File: src/rtl/uart_pkg.sv
// Shared definitions for the uart_tx arbiter: FSM encoding, width helper and
// the default frame timeout.
package uart_pkg;

    localparam logic [2:0] ST_IDLE  = 3'd0;
    localparam logic [2:0] ST_GRANT = 3'd1;
    localparam logic [2:0] ST_START = 3'd2;
    localparam logic [2:0] ST_WAIT  = 3'd3;
    localparam logic [2:0] ST_DONE  = 3'd4;

    typedef enum logic [2:0] {
        IDLE  = ST_IDLE,
        GRANT = ST_GRANT,
        START = ST_START,
        WAIT  = ST_WAIT,
        DONE  = ST_DONE
    } arb_state_t;

    localparam int DEFAULT_TIMEOUT_CYCLES = 2_000_000;

    function automatic int clog2(input int n);
        int r;
        r = 0;
        while ((1 << r) < n) r = r + 1;
        return r;
    endfunction

endpackage

File: src/rtl/uart_tx_arbiter_rr_pick.sv
// Rotating priority encoder: first valid requester at or after ptr, wrapping
// modulo N_REQ.
module rr_pick
    import uart_pkg::*;
#(
    parameter int N_REQ = 4,
    parameter int IDW   = clog2(N_REQ)
) (
    input  logic [N_REQ-1:0] req_valid,
    input  logic [IDW-1:0]   ptr,
    output logic             any_valid,
    output logic [IDW-1:0]   sel_id
);

    always_comb begin
        logic           found;
        logic [IDW-1:0] idx;
        any_valid = |req_valid;
        sel_id    = '0;
        found     = 1'b0;
        idx       = '0;
        for (int k = 0; k < N_REQ; k++) begin
            idx = IDW'((int'(ptr) + k) % N_REQ);
            if (!found && req_valid[idx]) begin
                found  = 1'b1;
                sel_id = idx;
            end
        end
    end

endmodule

File: src/rtl/uart_tx_arbiter.sv
// Round-robin arbiter sharing one uart_tx among N_REQ byte producers.
// Optional frame timeout enabled by defining UART_ARB_TIMEOUT_EN.
module uart_tx_arbiter
    import uart_pkg::*;
#(
    parameter int N_REQ          = 4,
    parameter int TIMEOUT_CYCLES = DEFAULT_TIMEOUT_CYCLES
) (
    input  logic                      clk,
    input  logic                      rst,
    input  logic [N_REQ-1:0]          req_valid,
    input  logic [8*N_REQ-1:0]        req_data,
    output logic [N_REQ-1:0]          req_ready,
    output logic [N_REQ-1:0]          req_done,
    output logic [N_REQ-1:0]          req_err,
    output logic                      start_tx,
    output logic [7:0]                tx_data,
    input  logic                      tx_done,
    output logic                      busy,
    output logic [clog2(N_REQ)-1:0]   grant_id
);

    localparam int IDW = clog2(N_REQ);

    arb_state_t      state;
    logic [IDW-1:0]  ptr;
    logic [IDW-1:0]  sel_id;
    logic            any_valid;
    logic            tx_done_q;
    logic            tx_done_rise;
    logic [N_REQ-1:0] sel_oh;
    logic [N_REQ-1:0] gnt_oh;
    logic [IDW-1:0]  ptr_next;
    logic [7:0]      req_byte [N_REQ];

    for (genvar i = 0; i < N_REQ; i++) begin : g_byte
        assign req_byte[i] = req_data[8*i +: 8];
    end

    rr_pick #(
        .N_REQ (N_REQ),
        .IDW   (IDW)
    ) u_pick (
        .req_valid (req_valid),
        .ptr       (ptr),
        .any_valid (any_valid),
        .sel_id    (sel_id)
    );

    assign sel_oh       = N_REQ'(1) << sel_id;
    assign gnt_oh       = N_REQ'(1) << grant_id;
    assign ptr_next     = (grant_id == IDW'(N_REQ - 1)) ? '0 : grant_id + 1'b1;
    assign tx_done_rise = tx_done & ~tx_done_q;

    // A level already high when WAIT is entered is not a completion edge.
    always_ff @(posedge clk) begin
        tx_done_q <= tx_done;
    end

`ifdef UART_ARB_TIMEOUT_EN
    localparam int CW = clog2(TIMEOUT_CYCLES + 1);
    logic [CW-1:0] to_cnt;
`endif

    always_ff @(posedge clk) begin
        if (rst) begin
            state     <= IDLE;
            ptr       <= '0;
            grant_id  <= '0;
            tx_data   <= 8'h00;
            req_ready <= '0;
            req_done  <= '0;
            start_tx  <= 1'b0;
            busy      <= 1'b0;
`ifdef UART_ARB_TIMEOUT_EN
            req_err   <= '0;
            to_cnt    <= '0;
`endif
        end else begin
            req_ready <= '0;
            req_done  <= '0;
            start_tx  <= 1'b0;
`ifdef UART_ARB_TIMEOUT_EN
            req_err   <= '0;
`endif
            case (state)
                IDLE: begin
                    if (any_valid) begin
                        grant_id  <= sel_id;
                        req_ready <= sel_oh;
                        busy      <= 1'b1;
                        state     <= GRANT;
                    end
                end
                GRANT: begin
                    tx_data  <= req_byte[grant_id];
                    start_tx <= 1'b1;
                    state    <= START;
                end
                START: begin
`ifdef UART_ARB_TIMEOUT_EN
                    to_cnt <= '0;
`endif
                    state  <= WAIT;
                end
                WAIT: begin
                    if (tx_done_rise) begin
                        req_done <= gnt_oh;
                        state    <= DONE;
                    end
`ifdef UART_ARB_TIMEOUT_EN
                    else if (to_cnt == CW'(TIMEOUT_CYCLES - 1)) begin
                        req_err <= gnt_oh;
                        state   <= DONE;
                    end else begin
                        to_cnt <= to_cnt + 1'b1;
                    end
`endif
                end
                DONE: begin
                    ptr   <= ptr_next;
                    busy  <= 1'b0;
                    state <= IDLE;
                end
                default: begin
                    busy  <= 1'b0;
                    state <= IDLE;
                end
            endcase
        end
    end

`ifndef UART_ARB_TIMEOUT_EN
    assign req_err = '0;
`endif

endmodule

File: config.mk
export PLATFORM = sky130hd
export DESIGN_NAME = uart_tx_arbiter
export DESIGN_NICKNAME = d
export VERILOG_FILES = /design/src/rtl/uart_pkg.sv /design/src/rtl/uart_tx_arbiter_rr_pick.sv /design/src/rtl/uart_tx_arbiter.sv
export SDC_FILE = /design/constraint.sdc
export NUM_CORES = 1
export LEC_CHECK = 0
export ABC_AREA = 1
export BUFFER_PORTS_ARGS = -buffer_cell sky130_fd_sc_hd__buf_2
export CAP_MARGIN = 40
export CORE_MARGIN = 2
export CORE_UTILIZATION = 47
export DETAILED_ROUTE_END_ITERATION = 16
export PLACE_DENSITY = 0.82
export SETUP_SLACK_MARGIN = 0.02
export SYNTH_ARGS = -nofsm -noshare
export SYNTH_HDL_FRONTEND = slang
export SYNTH_SLANG_ARGS = --single-unit
File: constraint.sdc
create_clock -name clk -period 1.8 [get_ports clk]
set_input_delay 0.36 -clock clk [delete_from_list [all_inputs] [get_ports clk]]
set_output_delay 0.36 -clock clk [all_outputs]
set_load 0.01 [all_outputs]
==> results.sh <==
export IMPL_initial_utilization=0.489
export IMPL_end_kind="output port"
export IMPL_worst_path_buf_inv=2
export IMPL_placedCellCount=308
export IMPL_slew_violations=0
export IMPL_setup_viol_count_final=0
export IMPL_cp_arrival_ns=1.23
export IMPL_rows=20
export IMPL_nFillCells=294
export IMPL_via_per_inst=4.91
export IMPL_cts_tree="yes"
export IMPL_grt_pass1_wl_mm=5.28
export IMPL_wirelength_mm=3.24
export IMPL_tns_ns=0
export IMPL_p_per_area_nw_per_um2=689
export IMPL_yosysWarnings=0
export IMPL_syn_area_um2=1470
export IMPL_io_pins=63
export IMPL_yosys_top_cells_count="34 x nand2_1, 32 x inv_1, 32 x nor2_1"
export IMPL_htreeDepth=1
export IMPL_rsz0062_at_grt="false"
export IMPL_cp_endpoint="grant_id[0]"
export IMPL_dieArea_um2=3590
export IMPL_p_total_mw=1.24
export IMPL_drc_errors=0
export IMPL_cts_buffer_depth=2
export IMPL_ctsResizeCount=0
export IMPL_drive_above_1_share=0.308
export IMPL_post_drt_wl_per_cell_um=10.4
export IMPL_fmax_ghz=0.629
export IMPL_status="finished, final reports clean"
export IMPL_worst_slack_ns=0.210
export IMPL_cts_root_buf="clkbuf_4"
export IMPL_r2r_start="ptr[0]"
export IMPL_numPortBuffers=58
export IMPL_clock_sinks=26
export IMPL_critical_path_slowest_cell="dfxtp_1"
export IMPL_antenna_found_initial=0
export IMPL_stdcell_count=312
export IMPL_grt_max_degree=19
export IMPL_regArea_um2=520
export IMPL_final_setup_skew_ns=0.00207
export IMPL_post_synth_top_count_cell="nand2_1"
export IMPL_antenna_left=0
export IMPL_cts_setup_buffers=0
export IMPL_avgSynthCellArea_um2=6.58
export IMPL_track_usage=0.188
export IMPL_path_delay_family="flip-flops"
export IMPL_cts_buffers=3
export IMPL_syn_inst=223
export IMPL_period_minus_slack_ns=1.59
export IMPL_hpwl_mm=2.58
export IMPL_worstMarginPinSlew_ns=0.589
export IMPL_place_ws_ns=0.316
export IMPL_synth_area_top_cells="dfxtp_1 35%, o21ai_0 8.9%, nand2_1 8.7%"
export IMPL_core_area_um2=3000
export IMPL_reg2reg_to="grant_id[0]"
export IMPL_place_area_um2=1760
export IMPL_ys_flop_type="dfxtp_1"
export IMPL_area_growth_synth_to_final_pct=22.3
export IMPL_place_congestion=0.774
export IMPL_vias=1532
export IMPL_die_h_um=59.9
export IMPL_p_leak_nw=0.990
export IMPL_synth_seq_cells=26
export IMPL_max_vdd_ir_drop_v=0.000602
export IMPL_clk_latency_ns=0.32
export IMPL_async_flop_share=0
export IMPL_path_clk_slew_ns=0.14
export IMPL_fin_nets=320
export IMPL_overflow=0
export IMPL_hold_buffers=0
export IMPL_dieWidth_um=59.9
export IMPL_relSlewSlack=0.606
export IMPL_multi_input_area_um2=752
export IMPL_synth_seq_area_share=0.355
export IMPL_fin_crit_sh=0.883
export IMPL_criticalPathCategory="register to output port"
export IMPL_yosysUniqueCellTypes=26
export IMPL_min_path_type="primary input to register"
export IMPL_crit_chain="buf_4 > buf_2"
export IMPL_yosysTopAreaCell="dfxtp_1"
export IMPL_final_cell_area_um2=1790
export IMPL_num_antenna_cells=0
export IMPL_drt_iter0_markers=46
export IMPL_cap_violations=0
export IMPL_synth_edf_count=0
export IMPL_cp_slowest_stage_delay_ns=0.50
export IMPL_grt_pass1_vias=1321
export IMPL_critical_path_required_ns=1.44
export IMPL_path_depth=2
export IMPL_regToRegSetupSlack_ns=0.28
export IMPL_cp_max_fo=15
export IMPL_reg2reg_depth=11
export IMPL_startpoint="grant_id[0]"
export IMPL_cp_start_kind="register"
export IMPL_netlist_area_leader_share=0.355
export IMPL_final_hold_violation_count=0
export IMPL_firstDrtPassIters=4
-- placed cells by master, fill, tap and decap left out --
master     n
nand2_4    1
nand3b_1   1
nor2_1    32
nor4_1     1
nand2_1   34
a31oi_1    1
o21ai_0   26
conb_1     4
ha_1       1
o22ai_1    8
o221ai_1   1
clkbuf_8   1
nand3_1    8
clkbuf_4   3
buf_4      3
dfxtp_1   26
nand4_1    4
inv_1     32
nor2_2     2
nand3_2    2
a21oi_1   12
nor2_4     1
buf_2     58
inv_2      3
nand2_2   12
a21boi_1   1
o21ai_1    1
-- per-stage QoR --
step           hold WS [ns]   util
3_3_place_gp          0.441  0.585
4_1_cts               0.127  0.598
5_1_grt               0.127  0.598
2_1_floorplan         0.388      -
6_report              0.140  0.598
3_5_place_dp          0.448  0.585
-- logic make-up (layout without fill, tap and decap cells) --
logic type | count (synthesis) | after routing | synth area share
flops | 26 | 26 | 0.355
fa+ha+maj | 1 | 1 | 0.00852
other cells | 1 | 4 | 0.00256
simple gates | 98 | 98 | 0.311
buf+inv | 47 | 100 | 0.141
compound gates | 50 | 50 | 0.182
-- metal layers --
metal | global-route usage | vias to the layer above | share of wire
met5 | 0 | - | 0
met4 | 0.0540 | 0 | 0.014
met3 | 0.0541 | 6 | 0.062
li1 | - | 821 | -
met1 | 0.237 | 661 | 0.46
met2 | 0.312 | 44 | 0.47
-- worst min-delay path by stage --
| stage | startpoint | to | cells past startpoint |
|---|---|---|---|
| floorplan | tx_done | tx_done_q | 0 |
| global placement | tx_done_q | state[2] | 1 |
| detailed placement | tx_done_q | state[2] | 1 |
| CTS | tx_done | tx_done_q | 1 |
| global route | tx_done | tx_done_q | 1 |
| finish | tx_done | tx_done_q | 1 |
-- registers in the layout (all words and copies together), names as in the netlist --
signal,flops
tx_data,8
req_ready,4
grant_id,2
ptr,2
start_tx,1
busy,1
req_done,4
state,3
tx_done_q,1
-- worst reg2reg max path: cells and delay by family (launching register included) --
kind / cells / cell delay (ns)
and+or+nand+nor: 9 / 0.72
buffers and inverters: 2 / 0.23
DFF: 1 / 0.47
-- final cells by class --
| class | count | share of cell area |
|---|---|---|
| clock buffer | 4 | 0.0202 |
| inverter | 35 | 0.0732 |
| multi-input combinational | 153 | 0.419 |
| sequential | 26 | 0.290 |
| tap | 33 | 0.0230 |
| timing repair buffer | 61 | 0.174 |
-- where the power goes --
| group | total (mW) | switching [mW] | internal [mW] |
|---|---|---|---|
| clock network | 0.297 | 0.173 | 0.124 |
| registers | 0.638 | 0.0227 | 0.616 |
| logic | 0.302 | 0.178 | 0.124 |
Note: power is estimated with default switching activity, not from simulation.
